`config.mk`:
```
export PLATFORM = sky130hd
export DESIGN_NAME = sample_recorder
export DESIGN_NICKNAME = d
export VERILOG_FILES = /design/src/rtl/sample_recorder_pkg.sv /design/src/rtl/sample_recorder_tick_divider.sv /design/src/rtl/sample_recorder.sv
export SDC_FILE = /design/constraint.sdc
export NUM_CORES = 1
export LEC_CHECK = 0
export BUFFER_PORTS_ARGS = -buffer_cell sky130_fd_sc_hd__buf_2
export CORE_UTILIZATION = 55
export DETAILED_ROUTE_END_ITERATION = 6
export HOLD_SLACK_MARGIN = 0.12
export PLACE_DENSITY_LB_ADDON = 0.1
export SYNTH_ARGS = -nofsm -noshare
export SYNTH_HDL_FRONTEND = slang
export SYNTH_SLANG_ARGS = --single-unit
export TNS_END_PERCENT = 10
```
`constraint.sdc`:
```
create_clock -name clk -period 3.1 [get_ports clk]
set_input_delay 0.465 -clock clk [delete_from_list [all_inputs] [get_ports clk]]
set_output_delay 0.465 -clock clk [all_outputs]
set_load 0.1 [all_outputs]
```
`src/rtl/sample_recorder_pkg.sv`:
```
// ---------------------------------------------------------------------------
// Module  : sample_recorder_pkg
// Brief   : Shared types and tick-rate helpers for the sample recorder and
//           replayer, so both derive the same tick divisor.
// Revision: 1.0 - initial release
// ---------------------------------------------------------------------------
`default_nettype none

package sample_recorder_pkg;

  typedef enum logic [1:0] {
    ST_IDLE   = 2'd0,
    ST_RECORD = 2'd1,
    ST_DONE   = 2'd2
  } state_t;

  // Clock cycles per tick, never below 1 (1 means a tick every cycle).
  function automatic int unsigned calc_div(input int unsigned clk_hz,
                                           input int unsigned tps);
    int unsigned d;
    d = (tps == 0) ? 1 : clk_hz / tps;
    return (d < 1) ? 1 : d;
  endfunction

  // Counter width needed to hold 0..div-1, at least one bit.
  function automatic int unsigned cnt_width(input int unsigned div);
    int unsigned w;
    w = 1;
    while ((64'd1 << w) < 64'(div)) w = w + 1;
    return w;
  endfunction

endpackage

`default_nettype wire

```
`src/rtl/sample_recorder_tick_divider.sv`:
```
// ---------------------------------------------------------------------------
// Module  : tick_divider
// Brief   : Free-running 0..DIV-1 counter; the wrap cycle is the tick.
//           'clear' holds the counter at zero and suppresses the tick.
// Revision: 1.0 - initial release
// ---------------------------------------------------------------------------
`default_nettype none

module tick_divider #(
  parameter int unsigned CLOCK_FREQ_HZ = 12000000,
  parameter int unsigned TICK_PER_SEC  = 100
) (
  input  logic clk,
  input  logic reset,
  input  logic clear,
  output logic tick
);
  import sample_recorder_pkg::*;

  localparam int unsigned          c_DIV  = calc_div(CLOCK_FREQ_HZ, TICK_PER_SEC);
  localparam int unsigned          c_CW   = cnt_width(c_DIV);
  localparam logic [c_CW-1:0]      c_LAST = c_CW'(c_DIV - 1);

  logic [c_CW-1:0] r_cnt;
  logic            w_wrap;

  assign w_wrap = (r_cnt == c_LAST);
  assign tick   = !clear && w_wrap;

  // Count up and wrap at DIV-1; cleared while idle so each take starts aligned.
  always_ff @(posedge clk) begin
    if (reset || clear) begin
      r_cnt <= '0;
    end else if (w_wrap) begin
      r_cnt <= '0;
    end else begin
      r_cnt <= r_cnt + c_CW'(1);
    end
  end

endmodule

`default_nettype wire

```
`src/rtl/sample_recorder.sv`:
```
// ---------------------------------------------------------------------------
// Module  : sample_recorder
// Brief   : Captures a synchronized 8-bit input once per tick into sample RAM
//           at consecutive addresses and reports the take length.
// Revision: 1.0 - initial release
// ---------------------------------------------------------------------------
`default_nettype none

module sample_recorder #(
  parameter int unsigned CLOCK_FREQ_HZ = 12000000,
  parameter int unsigned TICK_PER_SEC  = 100,
  parameter int unsigned ADDR_WIDTH    = 8,
  parameter int unsigned DEPTH         = 255
) (
  input  logic                  clk,
  input  logic                  reset,
  input  logic                  start,
  input  logic                  stop,
  input  logic [7:0]            sample_in,
  output logic                  wr_en,
  output logic [ADDR_WIDTH-1:0] wr_addr,
  output logic [7:0]            wr_data,
  output logic [ADDR_WIDTH-1:0] length,
  output logic                  busy,
  output logic                  done
);
  import sample_recorder_pkg::*;

  localparam logic [ADDR_WIDTH-1:0] c_LAST = ADDR_WIDTH'(DEPTH - 1);
  localparam logic [ADDR_WIDTH-1:0] c_ONE  = ADDR_WIDTH'(1);

  state_t                r_state;
  logic [7:0]            r_sync1;
  logic [7:0]            r_sync2;
  logic [ADDR_WIDTH-1:0] r_ptr;
  logic                  r_wr_en;
  logic [ADDR_WIDTH-1:0] r_wr_addr;
  logic [7:0]            r_wr_data;
  logic [ADDR_WIDTH-1:0] r_length;
  logic                  r_busy;
  logic                  r_done;
  logic                  w_clear;
  logic                  w_tick;
  logic                  w_last;

  // Counter runs only while recording, so the first tick lands DIV cycles in.
  assign w_clear = (r_state != ST_RECORD);
  assign w_last  = (r_ptr == c_LAST);

  tick_divider #(
    .CLOCK_FREQ_HZ (CLOCK_FREQ_HZ),
    .TICK_PER_SEC  (TICK_PER_SEC)
  ) u_tick_divider (
    .clk   (clk),
    .reset (reset),
    .clear (w_clear),
    .tick  (w_tick)
  );

  // Two-flop synchronizer for the asynchronous sample source.
  always_ff @(posedge clk) begin
    if (reset) begin
      r_sync1 <= '0;
      r_sync2 <= '0;
    end else begin
      r_sync1 <= sample_in;
      r_sync2 <= r_sync1;
    end
  end

  // Take control FSM with registered RAM-write and status outputs.
  always_ff @(posedge clk) begin
    if (reset) begin
      r_state   <= ST_IDLE;
      r_ptr     <= '0;
      r_wr_en   <= 1'b0;
      r_wr_addr <= '0;
      r_wr_data <= '0;
      r_length  <= '0;
      r_busy    <= 1'b0;
      r_done    <= 1'b0;
    end else begin
      r_wr_en <= 1'b0;
      r_done  <= 1'b0;
      case (r_state)
        ST_RECORD: begin
          if (w_tick) begin
            r_wr_en   <= 1'b1;
            r_wr_addr <= r_ptr;
            r_wr_data <= r_sync2;
            r_ptr     <= r_ptr + c_ONE;
            r_length  <= r_ptr + c_ONE;
          end
          // A stop on a tick cycle still commits that tick's sample above.
          if (stop || (w_tick && w_last)) begin
            r_state <= ST_DONE;
            r_busy  <= 1'b0;
            r_done  <= 1'b1;
          end
        end
        default: begin
          // IDLE and DONE both wait for start; length holds until then.
          if (start) begin
            r_state  <= ST_RECORD;
            r_busy   <= 1'b1;
            r_ptr    <= '0;
            r_length <= '0;
          end
        end
      endcase
    end
  end

  assign wr_en   = r_wr_en;
  assign wr_addr = r_wr_addr;
  assign wr_data = r_wr_data;
  assign length  = r_length;
  assign busy    = r_busy;
  assign done    = r_done;

endmodule

`default_nettype wire

```
==> results of run 1 <==
-- per-stage QoR --
stage | setup slack, ns | total power [uW] | hold WS [ns] | instance area, um2 | utilization, %
floorplan | 0.771 | 869 | 0.414 | 2430 | -
global placement | 0.778 | 889 | 0.416 | 2650 | 64.5
detailed placement | 0.734 | 890 | 0.424 | 2650 | 64.5
CTS | 0.713 | 1540 | 0.309 | 2840 | 69.0
global route | 0.595 | 1580 | 0.310 | 2840 | 69.0
finish | 0.707 | 1510 | 0.331 | 2840 | 69.0
-- synthesized netlist by cell type --
| cell type | count |
|---|---|
| clkbuf_1 | 17 |
| mux2i_1 | 3 |
| xnor2_1 | 9 |
| or4bb_1 | 1 |
| a32oi_1 | 1 |
| xor2_1 | 4 |
| nand2_1 | 12 |
| and4_1 | 2 |
| ha_1 | 3 |
| a31oi_1 | 2 |
| nor4_1 | 4 |
| dfxtp_1 | 61 |
| o211ai_1 | 3 |
| nor2b_1 | 17 |
| nor2_1 | 20 |
| nand2b_1 | 4 |
| a21boi_1 | 1 |
| inv_1 | 4 |
| o31ai_1 | 3 |
| nand3_1 | 30 |
| or4_1 | 6 |
| and3_1 | 3 |
| nor4bb_1 | 1 |
| o21ai_0 | 18 |
| a21oi_1 | 22 |
| nor4b_1 | 1 |
| nor3_1 | 6 |
| nand4_1 | 8 |
| or3_1 | 4 |
| and2_1 | 2 |
| or4b_1 | 1 |
| clkbuf_2 | 1 |
-- logic make-up after synthesis --
kind of cell | count (synthesis) | synth area share, %
XOR/XNOR | 13 | 4.69
buffers and inverters | 22 | 3.45
AO/OA/AOI/OAI | 50 | 11.3
multiplexers | 3 | 1.24
adder cells (fa/ha/maj) | 3 | 1.55
flip-flops | 61 | 50.3
AND/OR/NAND/NOR | 122 | 27.4
-- critical path, stage by stage (launching register included) --
cell and delay, ns:
dfxtp_1 0.43, or4b_1 0.50, or4_1 0.68, buf_4 0.26, or3_1 0.31, a21oi_1 0.14
-- layer usage --
layer  GRT usage (%)  vias to the layer above  routed length (um)
met2            36.2                       68                2300
met3            11.7                        6                 268
li1                -                     1046                   -
met1            26.5                      948                2250
met5               0                        -                   0
met4            9.64                        0                  52
-- power by group through the flow --
stage	registers (uW)	logic [uW]	clock network (uW)
after floorplan	829	39.8	0
after CTS	801	71.0	665
final	801	70.9	639
after detailed placement	819	71.1	0
after global placement	819	69.9	0
after global routing	803	76.8	701
-- state kept, by name (all words and copies together) (netlist names) --
register / cells
r_sync2: 8
done: 1
r_sync1: 8
wr_data: 8
u_tick_divider.r_cnt: 17
r_state: 2
length: 8
wr_en: 1
wr_addr: 8
-- worst min path at each step --
stage / cells after the start / end / slack (ns) / from
after floorplan: 1 / r_sync2[0]$_SDFF_PP0_ / 0.41 / r_sync1[0]$_SDFF_PP0_
after CTS: 2 / r_sync1[7]$_SDFF_PP0_ / 0.31 / sample_in[7]
after detailed placement: 1 / r_sync2[3]$_SDFF_PP0_ / 0.42 / r_sync1[3]$_SDFF_PP0_
after global routing: 2 / r_sync1[3]$_SDFF_PP0_ / 0.31 / sample_in[3]
after global placement: 1 / r_sync2[3]$_SDFF_PP0_ / 0.42 / r_sync1[3]$_SDFF_PP0_
final: 2 / r_sync1[7]$_SDFF_PP0_ / 0.33 / sample_in[7]
-- area by class of cell --
type,count,area (um2)
sequential,61,1220
clock inverter,5,33.8
multi-input combinational,191,1130
tap,50,62.6
timing repair buffer,43,228
fill,352,1280
clock buffer,11,151
inverter,4,15.0
-- cells in the final DEF (no fill, tap or decap), types with 3 or more instances in the layout --
master,n
nand3_1,30
mux2i_1,3
nand2_1,12
o31ai_1,3
buf_2,38
nand4_1,8
or4_1,6
xor2_1,4
nor4_1,3
and3_1,3
nor3_1,6
inv_1,4
xnor2_1,9
o211ai_1,3
nor2b_1,17
a21oi_1,22
clkbuf_8,11
or3_1,4
buf_4,5
dfxtp_1,61
ha_1,3
nor2_1,20
nand2b_1,4
o21ai_0,18
==> results by group, run 1 <==
Clock tree
  • CTS buffer count: 9
  • Clk slew on worst S/H paths: roughly 0.07 ns
  • CTS root buffer: clkbuf_8
  • # resized after CTS: 0
  • Max Root-Sink Buffers: 2
  • Clock latency on the worst-skew pair: around 0.34 ns
  • CTS tree: built
  • Clock sink count: 61
  • Hold-fix buffers, CTS: 0
  • Max H-tree Level: 3
  • Post-CTS setup buffer count: 0

GRT
  • Gr usage total: between 20% and 30%
  • Largest net degree at the start of global routing: 30
  • Initial antenna violation count: 0
  • Number of global-route vias before repair: 1710
  • Global-route wire length before repair: between 7000 and 8000 um
  • GRT Residual Overflow: 0

Cells and area
  • Area grow syn2layout: 17.0%
  • Nets: ~330
  • # diodes: 0
  • Post-Layout Cell Count: 365
  • Layout cells sized above 1: about a fifth

Yosys
  • Post-synth top area share: approximately 50%
  • Mapped Avg Cell Area: approximately 9 um2
  • Ys Warns: 0
  • Area leader, netlist: dfxtp_1
  • Synth top area cells: dfxtp_1 (50%), nand3_1 (6.2%), a21oi_1 (4.5%), nor2b_1 (4.4%), o21ai_0 (3.7%)
  • Mapped cell area: roughly 2400 um2
  • Mapped Cells: 274
  • Syn Nets: a little under 300
  • Netlist cell types: 32
  • Yosys reg bits: 61
  • Sequential-to-total area share from yosys stat: between 50% and 60%

Floorplan
  • Chip Width: around 70 um
  • I/O pin count: 39
  • Starting density of the core: 59.0%
  • Row count: 23
  • Die span in y: a little under 70 um
  • Core ar.: slightly above 4000 um2
  • Die ar.: ~4700 um2

Setup path
  • R2R cell count: 5
  • Worst EP required: 3.37 ns
  • WS Path Type: flip-flop to flip-flop
  • FF-to-FF Start: u_tick_divider.r_cnt[10]$_SDFF_PP0_
  • CP startpoint: u_tick_divider.r_cnt[10]$_SDFF_PP0_
  • CP Data Arrival Time: 2.66 ns
  • CP endpoint: length[1]$_SDFFE_PP0P_
  • Reg2Reg Setup Slack: roughly 0.71 ns
  • Crit-path max FO: 18
  • RR Endpoint: length[1]$_SDFFE_PP0P_
  • Worst Setup Start Kind: flip-flop
  • Setup crit end kind: flip-flop

Placed design
  • RePlAce Congestion: between 0.8 and 0.9
  • Buffers on Ports: 38
  • HPWL Detailed: roughly 3300 um
  • Placed Instances: roughly 350

Run
  • Max-cap viol count: 0

Detailed routing
  • Via count: between 2k and 2.5k
  • Final ANT Viol Nets: 0
  • DRC Markers: 0
  • WL/cell: approximately 13 um
  • Vias per cell: ~5.7
  • WL final: 4870 um
  • DRT iter0 DRCs: 80
  • TritonRoute pass-1 iters: 4

Power and ir drop
  • Pwr per Cell Area: roughly 530 nW/um2
  • Max VDD drop: 362 uV
  • Part of the power in registers: between 50% and 60%
  • Clock share of power: 42.3%
  • Comb power frac: 4.7%
  • Internal: roughly 1100 uW
  • Leakage: a little over 0.001 uW
  • Psw: between 300 and 400 uW
  • Switching share of power: about a quarter

Timing
  • Final worst-path cycle share: 77.2%
  • Hold Fails Final Rpt: 0
  • Worst clock skew: around 0.0056 ns
  • Final setup viols: 0
  • FMAX: between 400 and 500 MHz
  • Least-Margin Pin Slew: around 0.84 ns
  • Crit path time final: 2.39 ns
  • RSZ-0062 raised after global routing: false
  • Slew Viols, Final: 0
  • Max-slew headroom: between 40% and 50%
  • Setup TNS: 0 ns

Status
  • Status: finished clean

Min path
  • Hold Crit Class: input port to flip-flop
Note: power is estimated with default switching activity, not from simulation.
==> inputs of run 2 (changes only) <==
--- a/config.mk
+++ b/config.mk
@@ -5,8 +5,9 @@
 export SDC_FILE = /design/constraint.sdc
 export NUM_CORES = 1
 export LEC_CHECK = 0
+export ABC_AREA = 1
 export BUFFER_PORTS_ARGS = -buffer_cell sky130_fd_sc_hd__buf_2
-export CORE_UTILIZATION = 55
+export CORE_UTILIZATION = 51
 export DETAILED_ROUTE_END_ITERATION = 6
 export HOLD_SLACK_MARGIN = 0.12
 export PLACE_DENSITY_LB_ADDON = 0.1
==> constraint.sdc (replaced) <==
create_clock -name clk -period 2.04 [get_ports clk]
set_input_delay 0.306 -clock clk [delete_from_list [all_inputs] [get_ports clk]]
set_output_delay 0.306 -clock clk [all_outputs]
set_load 0.1 [all_outputs]
==> results by group, run 2 <==
Status
  • Status: finished clean

Timing
  • Worst clock skew: 0.0128 ns (+0.00719 ns)
  • Final worst-path cycle share: 83.0% (+5.8 points)
  • Max-slew headroom: 65.3% (+21 points)
  • Slew Viols, Final: 0 (unchanged)
  • Final setup viols: 0 (unchanged)
  • FMAX: 591 MHz (+41%)
  • Crit path time final: 1.69 ns (-0.700 ns)
  • RSZ-0062 raised after global routing: false
  • Setup TNS: 0 ns (unchanged)
  • Least-Margin Pin Slew: 0.517 ns (-0.323 ns)
  • Hold Fails Final Rpt: 0 (unchanged)
  • Final Worst Setup Slack: 0.347 ns (-0.360 ns)

Cells and area
  • Multi-input gate area: 1140 um2 (+1.6%)
  • Layout cells sized above 1: 19.2% (+0.14 points)
  • Commonest cells after routing, fill and taps aside: nand2_1 (81), nor2_1 (70), inv_1 (61), dfxtp_1 (61), buf_2 (38)
  • Most common cell after layout, fill and taps aside: nand2_1
  • Fillers: 448 (+27%)
  • Max FFs per register: 17 (unchanged)
  • Nets: 427 (+31%)
  • # diodes: 0 (unchanged)
  • Sequential cell area: 1220 um2 (unchanged)
  • Area grow syn2layout: 16.3%
  • Top reg by flops: u_tick_divider.r_cnt

Power and ir drop
  • Clock share of power: 45.7% (+3.4 points)
  • Comb power frac: 4.0% (-0.7 points)
  • Pwr per Cell Area: 777 nW/um2 (+46%)
  • Leakage: 0.00147 uW (+42%)
  • Psw: 601 uW (+66%)
  • Max VDD drop: 591 uV (+63%)
  • Final Power: 2420 uW (+60%)
  • Switching share of power: 24.9% (+0.94 points)
  • Part of the power in registers: 50.3% (-2.7 points)
  • Internal: 1810 uW (+58%)

GRT
  • Global-route wire length before repair: 8090 um (+6.4%)
  • Initial antenna violation count: 0 (unchanged)
  • Number of global-route vias before repair: 1832 (+7.1%)
  • Largest net degree at the start of global routing: 20 (-33%)
  • Gr usage total: 19.9% (-3.2 points)
  • GRT Residual Overflow: 0 (unchanged)

Detailed routing
  • Vias per cell: 4.57 (-19%)
  • Via count: 2213 (+7.0%)
  • DRT iter0 DRCs: 129 (+61%)
  • Final ANT Viol Nets: 0 (unchanged)
  • TritonRoute pass-1 iters: 4 (unchanged)
  • WL/cell: 10.3 um (-23%)
  • WL final: 4990 um (+2.4%)
  • DRC Markers: 0 (unchanged)

Clock tree
  • Hold-fix buffers, CTS: 0 (unchanged)
  • Max H-tree Level: 3 (unchanged)
  • Max Root-Sink Buffers: 2 (unchanged)
  • Clk slew on worst S/H paths: 0.08 ns (about the same)
  • CTS buffer count: 9 (unchanged)
  • CTS root buffer: clkbuf_8
  • Clock sink count: 61 (unchanged)
  • CTS tree: built
  • Post-CTS setup buffer count: 0 (unchanged)
  • # resized after CTS: 0 (unchanged)
  • Clock latency on the worst-skew pair: 0.35 ns (about the same)

Floorplan
  • Row count: 25 (+8.7%)
  • Die ar.: 5530 um2 (+18%)
  • I/O pin count: 39 (unchanged)
  • Core ar.: 4880 um2 (+19%)
  • Starting density of the core: 54.7% (-4.2 points)
  • Chip Width: 74.4 um (+8.7%)
  • Die span in y: 74.4 um (+8.7%)

Yosys
  • Synth top area cells: dfxtp_1 (46%), nand2_1 (11%), nor2_1 (9.8%), inv_1 (8.6%), a21oi_1 (3.0%)
  • Synthesized-area fraction occupied by and/or/nand/nor cells: 33.5% (+6.1 points)
  • Post-synth top area share: 45.7% (-4.6 points)
  • Synth Flop Type: dfxtp_1
  • Xor and xnor area share after synthesis: 2.95% (-1.7 points)
  • Sequential-to-total area share from yosys stat: 45.7% (-4.6 points)
  • Synth Area in Adders: 1.41% (-0.14 points)
  • Netlist cell types: 29 (-9.4%)
  • Post-synthesis compound-gate area fraction: 4.96% (-6.3 points)
  • Ys Warns: 0 (unchanged)
  • Post-synth ARST share: 0% (unchanged)
  • Mapped cell area: 2670 um2 (+10%)
  • Area leader, netlist: dfxtp_1
  • Most frequent cell after synthesis: nand2_1
  • Syn Nets: 383 (+33%)
  • Combinational family with the most area after synthesis: simple AND/OR/NAND/NOR gates
  • Top post-synthesis cells by count: nand2_1 (81), nor2_1 (70), dfxtp_1 (61), inv_1 (61)
  • Yosys reg bits: 61 (unchanged)
  • Mapped Cells: 368 (+34%)
  • Mapped Avg Cell Area: 7.26 um2 (-18%)
  • Post-synth EDFFs: 0 (unchanged)
  • Mux cell area share after synthesis: 0% (-1.2 points)

Placed design
  • Dpl ws: 0.346 ns (-0.388 ns)
  • HPWL Detailed: 3500 um (+5.6%)
  • RePlAce Congestion: 0.860 (-2.4%)
  • Buffers on Ports: 38 (unchanged)

Min path
  • Hold Crit Class: input port to flip-flop

Setup path
  • Worst EP required: 2.27 ns (-1.10 ns)
  • Crit-path max FO: 11 (-7)
  • Setup crit end kind: flip-flop
  • Reg2Reg Setup Slack: 0.35 ns (-0.36 ns)
  • WS Path Type: flip-flop to flip-flop
  • Worst Setup Start Kind: flip-flop
  • CP Data Arrival Time: 1.92 ns (-0.74 ns)

Run
  • Max-cap viol count: 0 (unchanged)
-- run 2: cell count changes in the layout (fill, tap and decap cells not counted), sizes merged, moves of 4 or more --
cell / previous run / this run
nand2: 12 / 85
o21ai: 18 / 7
nor4: 4 / 0
inv: 5 / 66
nor2b: 17 / 0
or3: 4 / 0
a21oi: 22 / 18
nor2: 20 / 77
nand3: 30 / 19
or4: 6 / 0
xnor2: 9 / 2
nand2b: 4 / 0
-- run 2: area by class of cell --
class | count | area share (%)
flip-flops and latches | 61 | 39.3
multi-input cells | 235 | 36.8
inverters | 64 | 7.73
repair buffers | 41 | 6.84
clock buffers | 9 | 3.99
well taps | 67 | 2.70
clock inverters | 7 | 2.62
-- run 2: per-stage QoR --
step | instance area [um2] | hold slack (ns) | util [%] | instances
2_1_floorplan | 2670 | 0.388 | - | 368
3_3_place_gp | 2900 | 0.389 | 59.5 | 468
3_5_place_dp | 2900 | 0.394 | 59.5 | 468
4_1_cts | 3110 | 0.145 | 63.7 | 484
5_1_grt | 3110 | 0.144 | 63.7 | 484
6_report | 3110 | 0.157 | 63.7 | 484
-- run 2: worst paths after layout --
path	to	cells after the start	from
setup / recovery	u_tick_divider.r_cnt[15]$_SDFF_PP0_	8	u_tick_divider.r_cnt[0]$_SDFF_PP0_
hold / removal	r_sync1[1]$_SDFF_PP0_	3	sample_in[1]
setup reg to reg	u_tick_divider.r_cnt[15]$_SDFF_PP0_	8	u_tick_divider.r_cnt[0]$_SDFF_PP0_
hold reg to reg	r_sync2[2]$_SDFF_PP0_	2	r_sync1[2]$_SDFF_PP0_
-- run 2: layer usage --
layer	part of all wire, %	track usage (%)	vias to the layer above
li1	-	-	1205
met1	50	26.3	943
met2	43	28.6	54
met3	4.3	6.91	11
met4	2.2	10.3	0
met5	0	0	-
-- run 2: logic make-up after synthesis --
family	Yosys count
simple gates	198
buf+inv	72
flops	61
compound gates	25
xor+xnor	9
fa+ha+maj	3
-- run 2: worst max-delay path: stages, from the launching register on --
cell	delay [ns]
dfxtp_1	0.35
ha_1	0.21
nand3_2	0.15
nor2_4	0.18
nand4_1	0.20
nand2_2	0.25
inv_1	0.09
o21ai_0	0.09
nor2_1	0.06
-- run 2: power by group through the flow --
stage	Clock, uW	Combinational, uW	Sequential (uW)
3_3_place_gp	0	96.1	1240
4_1_cts	1130	97.0	1220
6_report	1100	96.5	1220
5_1_grt	1190	108	1220
2_1_floorplan	0	55.5	1260
3_5_place_dp	0	96.4	1240
==> inputs of run 3 (changes only) <==
==> constraint.sdc (replaced) <==
create_clock -name clk -period 1.45 [get_ports clk]
set_input_delay 0.2175 -clock clk [delete_from_list [all_inputs] [get_ports clk]]
set_output_delay 0.2175 -clock clk [all_outputs]
set_load 0.1 [all_outputs]
==> results by group, run 3 (synthesis gave the netlist of run 2 again) <==
Clock tree
  • Max Root-Sink Buffers: 2 (unchanged)
  • Max H-tree Level: 3 (unchanged)
  • Clock latency on the worst-skew pair: 0.35 ns (about the same)
  • Clk slew on worst S/H paths: 0.08 ns (about the same)
  • CTS tree: built
  • Clock sink count: 61 (unchanged)
  • CTS buffer count: 9 (unchanged)
  • CTS root buffer: clkbuf_8

Detailed routing
  • Vias per cell: 4.68 (+2.3%)
  • TritonRoute pass-1 iters: 4 (unchanged)
  • Via count: 2410 (+8.9%)
  • DRT iter0 DRCs: 157 (+22%)
  • WL final: 5940 um (+19%)
  • Final ANT Viol Nets: 0 (unchanged)
  • WL/cell: 11.5 um (+12%)
  • DRC Markers: 0 (unchanged)

Timing
  • Least-Margin Pin Slew: 0.495 ns (-0.0221 ns)
  • Final worst-path cycle share: 101% (+18 points)
  • RSZ-0062 raised after global routing: true
  • Final Worst Setup Slack: -0.0181 ns (-0.365 ns)
  • FMAX: 681 MHz (+15%)
  • Slew Viols, Final: 0 (unchanged)
  • Worst clock skew: 0.0135 ns (+0.000626 ns)
  • Crit path time final: 1.47 ns (-0.225 ns)
  • Fin Hold WS: 0.145 ns (-0.0127 ns)
  • Final setup viols: 2 (+2)
  • Max-slew headroom: 67.2% (+1.9 points)
  • Hold Fails Final Rpt: 0 (unchanged)

Cells and area
  • Final instance area: 3560 um2 (+15%)
  • Layout cells sized above 1: 29.2% (+10 points)
  • Top reg by flops: u_tick_divider.r_cnt
  • Most common cell after layout, fill and taps aside: nand2_1
  • Nets: 458 (+7.3%)
  • Commonest cells after routing, fill and taps aside: nand2_1 (79), nor2_1 (64), inv_1 (59)
  • Fillers: 410 (-8.5%)
  • Fin util: 73.1% (+9.4 points)
  • Max FFs per register: 17 (unchanged)
  • # diodes: 0 (unchanged)
  • Area grow syn2layout: 33.4%

Setup path
  • CP cell instances: ha_4, nand3_4, nor2_4, nand4_1, buf_4, nor3_4, buf_4
  • Worst EP required: 1.74 ns (-0.53 ns)
  • CP Data Arrival Time: 1.76 ns (-0.16 ns)
  • Crit-path max FO: 5 (-6)
  • Setup crit end kind: flip-flop
  • CP max-delay cell: dfxtp_2
  • Worst Setup Start Kind: flip-flop
  • Most frequent CP cell: buf_4
  • Crit-path max cell delay: 0.36 ns (about the same)
  • WS Path Type: flip-flop to flip-flop
  • R2R cell count: 7 (-1)

Placed design
  • Dpl ws: -0.0901 ns (-0.437 ns)
  • Post-DP Area: 3070 um2 (+5.6%)
  • HPWL Detailed: 3830 um (+9.4%)
  • Buffers on Ports: 38 (unchanged)
  • RePlAce Congestion: 0.892 (+3.7%)

Floorplan
  • Core ar.: 4880 um2 (unchanged)
  • Row count: 25 (unchanged)
  • Chip Width: 74.4 um (unchanged)
  • Starting density of the core: 54.7% (unchanged)
  • I/O pin count: 39 (unchanged)
  • Die span in y: 74.4 um (unchanged)
  • Die ar.: 5530 um2 (unchanged)

Power and ir drop
  • Max VDD drop: 895 uV (+51%)
  • Pwr per Cell Area: 1070 nW/um2 (+38%)
  • Switching share of power: 22.7% (-2.2 points)
  • Part of the power in registers: 44.6% (-5.7 points)
  • Psw: 867 uW (+44%)
  • Internal: 2960 uW (+63%)
  • Clock share of power: 50.4% (+4.7 points)
  • Leakage: 0.00166 uW (+13%)
  • Comb power frac: 5.0% (+1.0 points)

Min path
  • Hold depth: 2 (-1)
  • Hold Crit Class: input port to flip-flop

GRT
  • Gr usage total: 22.3% (+2.4 points)
  • Initial antenna violation count: 0 (unchanged)
  • Global-route wire length before repair: 9150 um (+13%)
  • Largest net degree at the start of global routing: 23 (+15%)
  • GRT Residual Overflow: 0 (unchanged)
  • Number of global-route vias before repair: 2120 (+16%)

Status
  • Failing checks: negative setup slack
  • Status: finished with violations

Run
  • Max-cap viol count: 0 (unchanged)
[run 3: cell types whose count changed in the layout (fill, tap and decap cells not counted), moves of 5 or more]
cell and change:
dfxtp_1 -14, dfxtp_4 +5, dfxtp_2 +9, dlygate4sd3_1 +8, nor2_1 -6, buf_4 +21
[run 3: worst paths after layout]
path	from	endpoint	slack (ns)
max	u_tick_divider.r_cnt[1]$_SDFF_PP0_	wr_en$_SDFF_PP0_	-0.02
min	reset	wr_addr[0]$_SDFFE_PP0P_	0.14
min reg2reg	r_sync1[4]$_SDFF_PP0_	r_sync2[4]$_SDFF_PP0_	0.40
max reg2reg	u_tick_divider.r_cnt[1]$_SDFF_PP0_	wr_en$_SDFF_PP0_	-0.02
[run 3: area by class of cell]
| cell class | instances | area (um2) | area share, % |
|---|---|---|---|
| clock buffers | 11 | 174 | 4.88 |
| flip-flops and latches | 61 | 1250 | 35.1 |
| well taps | 67 | 83.8 | 2.35 |
| multi-input cells | 235 | 1240 | 34.7 |
| inverters | 64 | 240 | 6.74 |
| repair buffers | 72 | 490 | 13.8 |
| clock inverters | 5 | 86.3 | 2.42 |
[run 3: timing repair]
item	CTS	global route
hold endpoints to repair	8	0
endpoints found under the setup margin	41	42
setup buffers	2	6
pin swaps	3	11
gates resized for setup	10	19
hold buffers	8	0
[run 3: metal layers]
metal | share of wire [%] | track usage [%]
met4 | 1.6 | 10.7
met1 | 47 | 28.3
met2 | 46 | 36.0
met3 | 5.0 | 4.88
met5 | 0 | 0
[run 3: critical path, delay by kind of cell (launching register included)]
kind / cells / cell delay [ns]
fa+ha+maj: 1 / 0.15
buf+inv: 2 / 0.33
flops: 1 / 0.36
simple gates: 4 / 0.60
[run 3: per-stage QoR]
step,power [uW],std cells,setup TNS (ns)
after floorplan,1850,368,-0.0818
after global placement,1900,483,-0.0431
after detailed placement,1910,483,-1.50
after CTS,3830,509,-0.0245
after global routing,3940,515,-0.666
final,3820,515,-0.0302
[run 3: power by group through the flow]
stage	logic [uW]	clock network, uW	registers [uW]
global route	211	2020	1710
global placement	162	0	1740
floorplan	79.7	0	1770
detailed placement	166	0	1740
CTS	187	1940	1700
finish	192	1930	1710
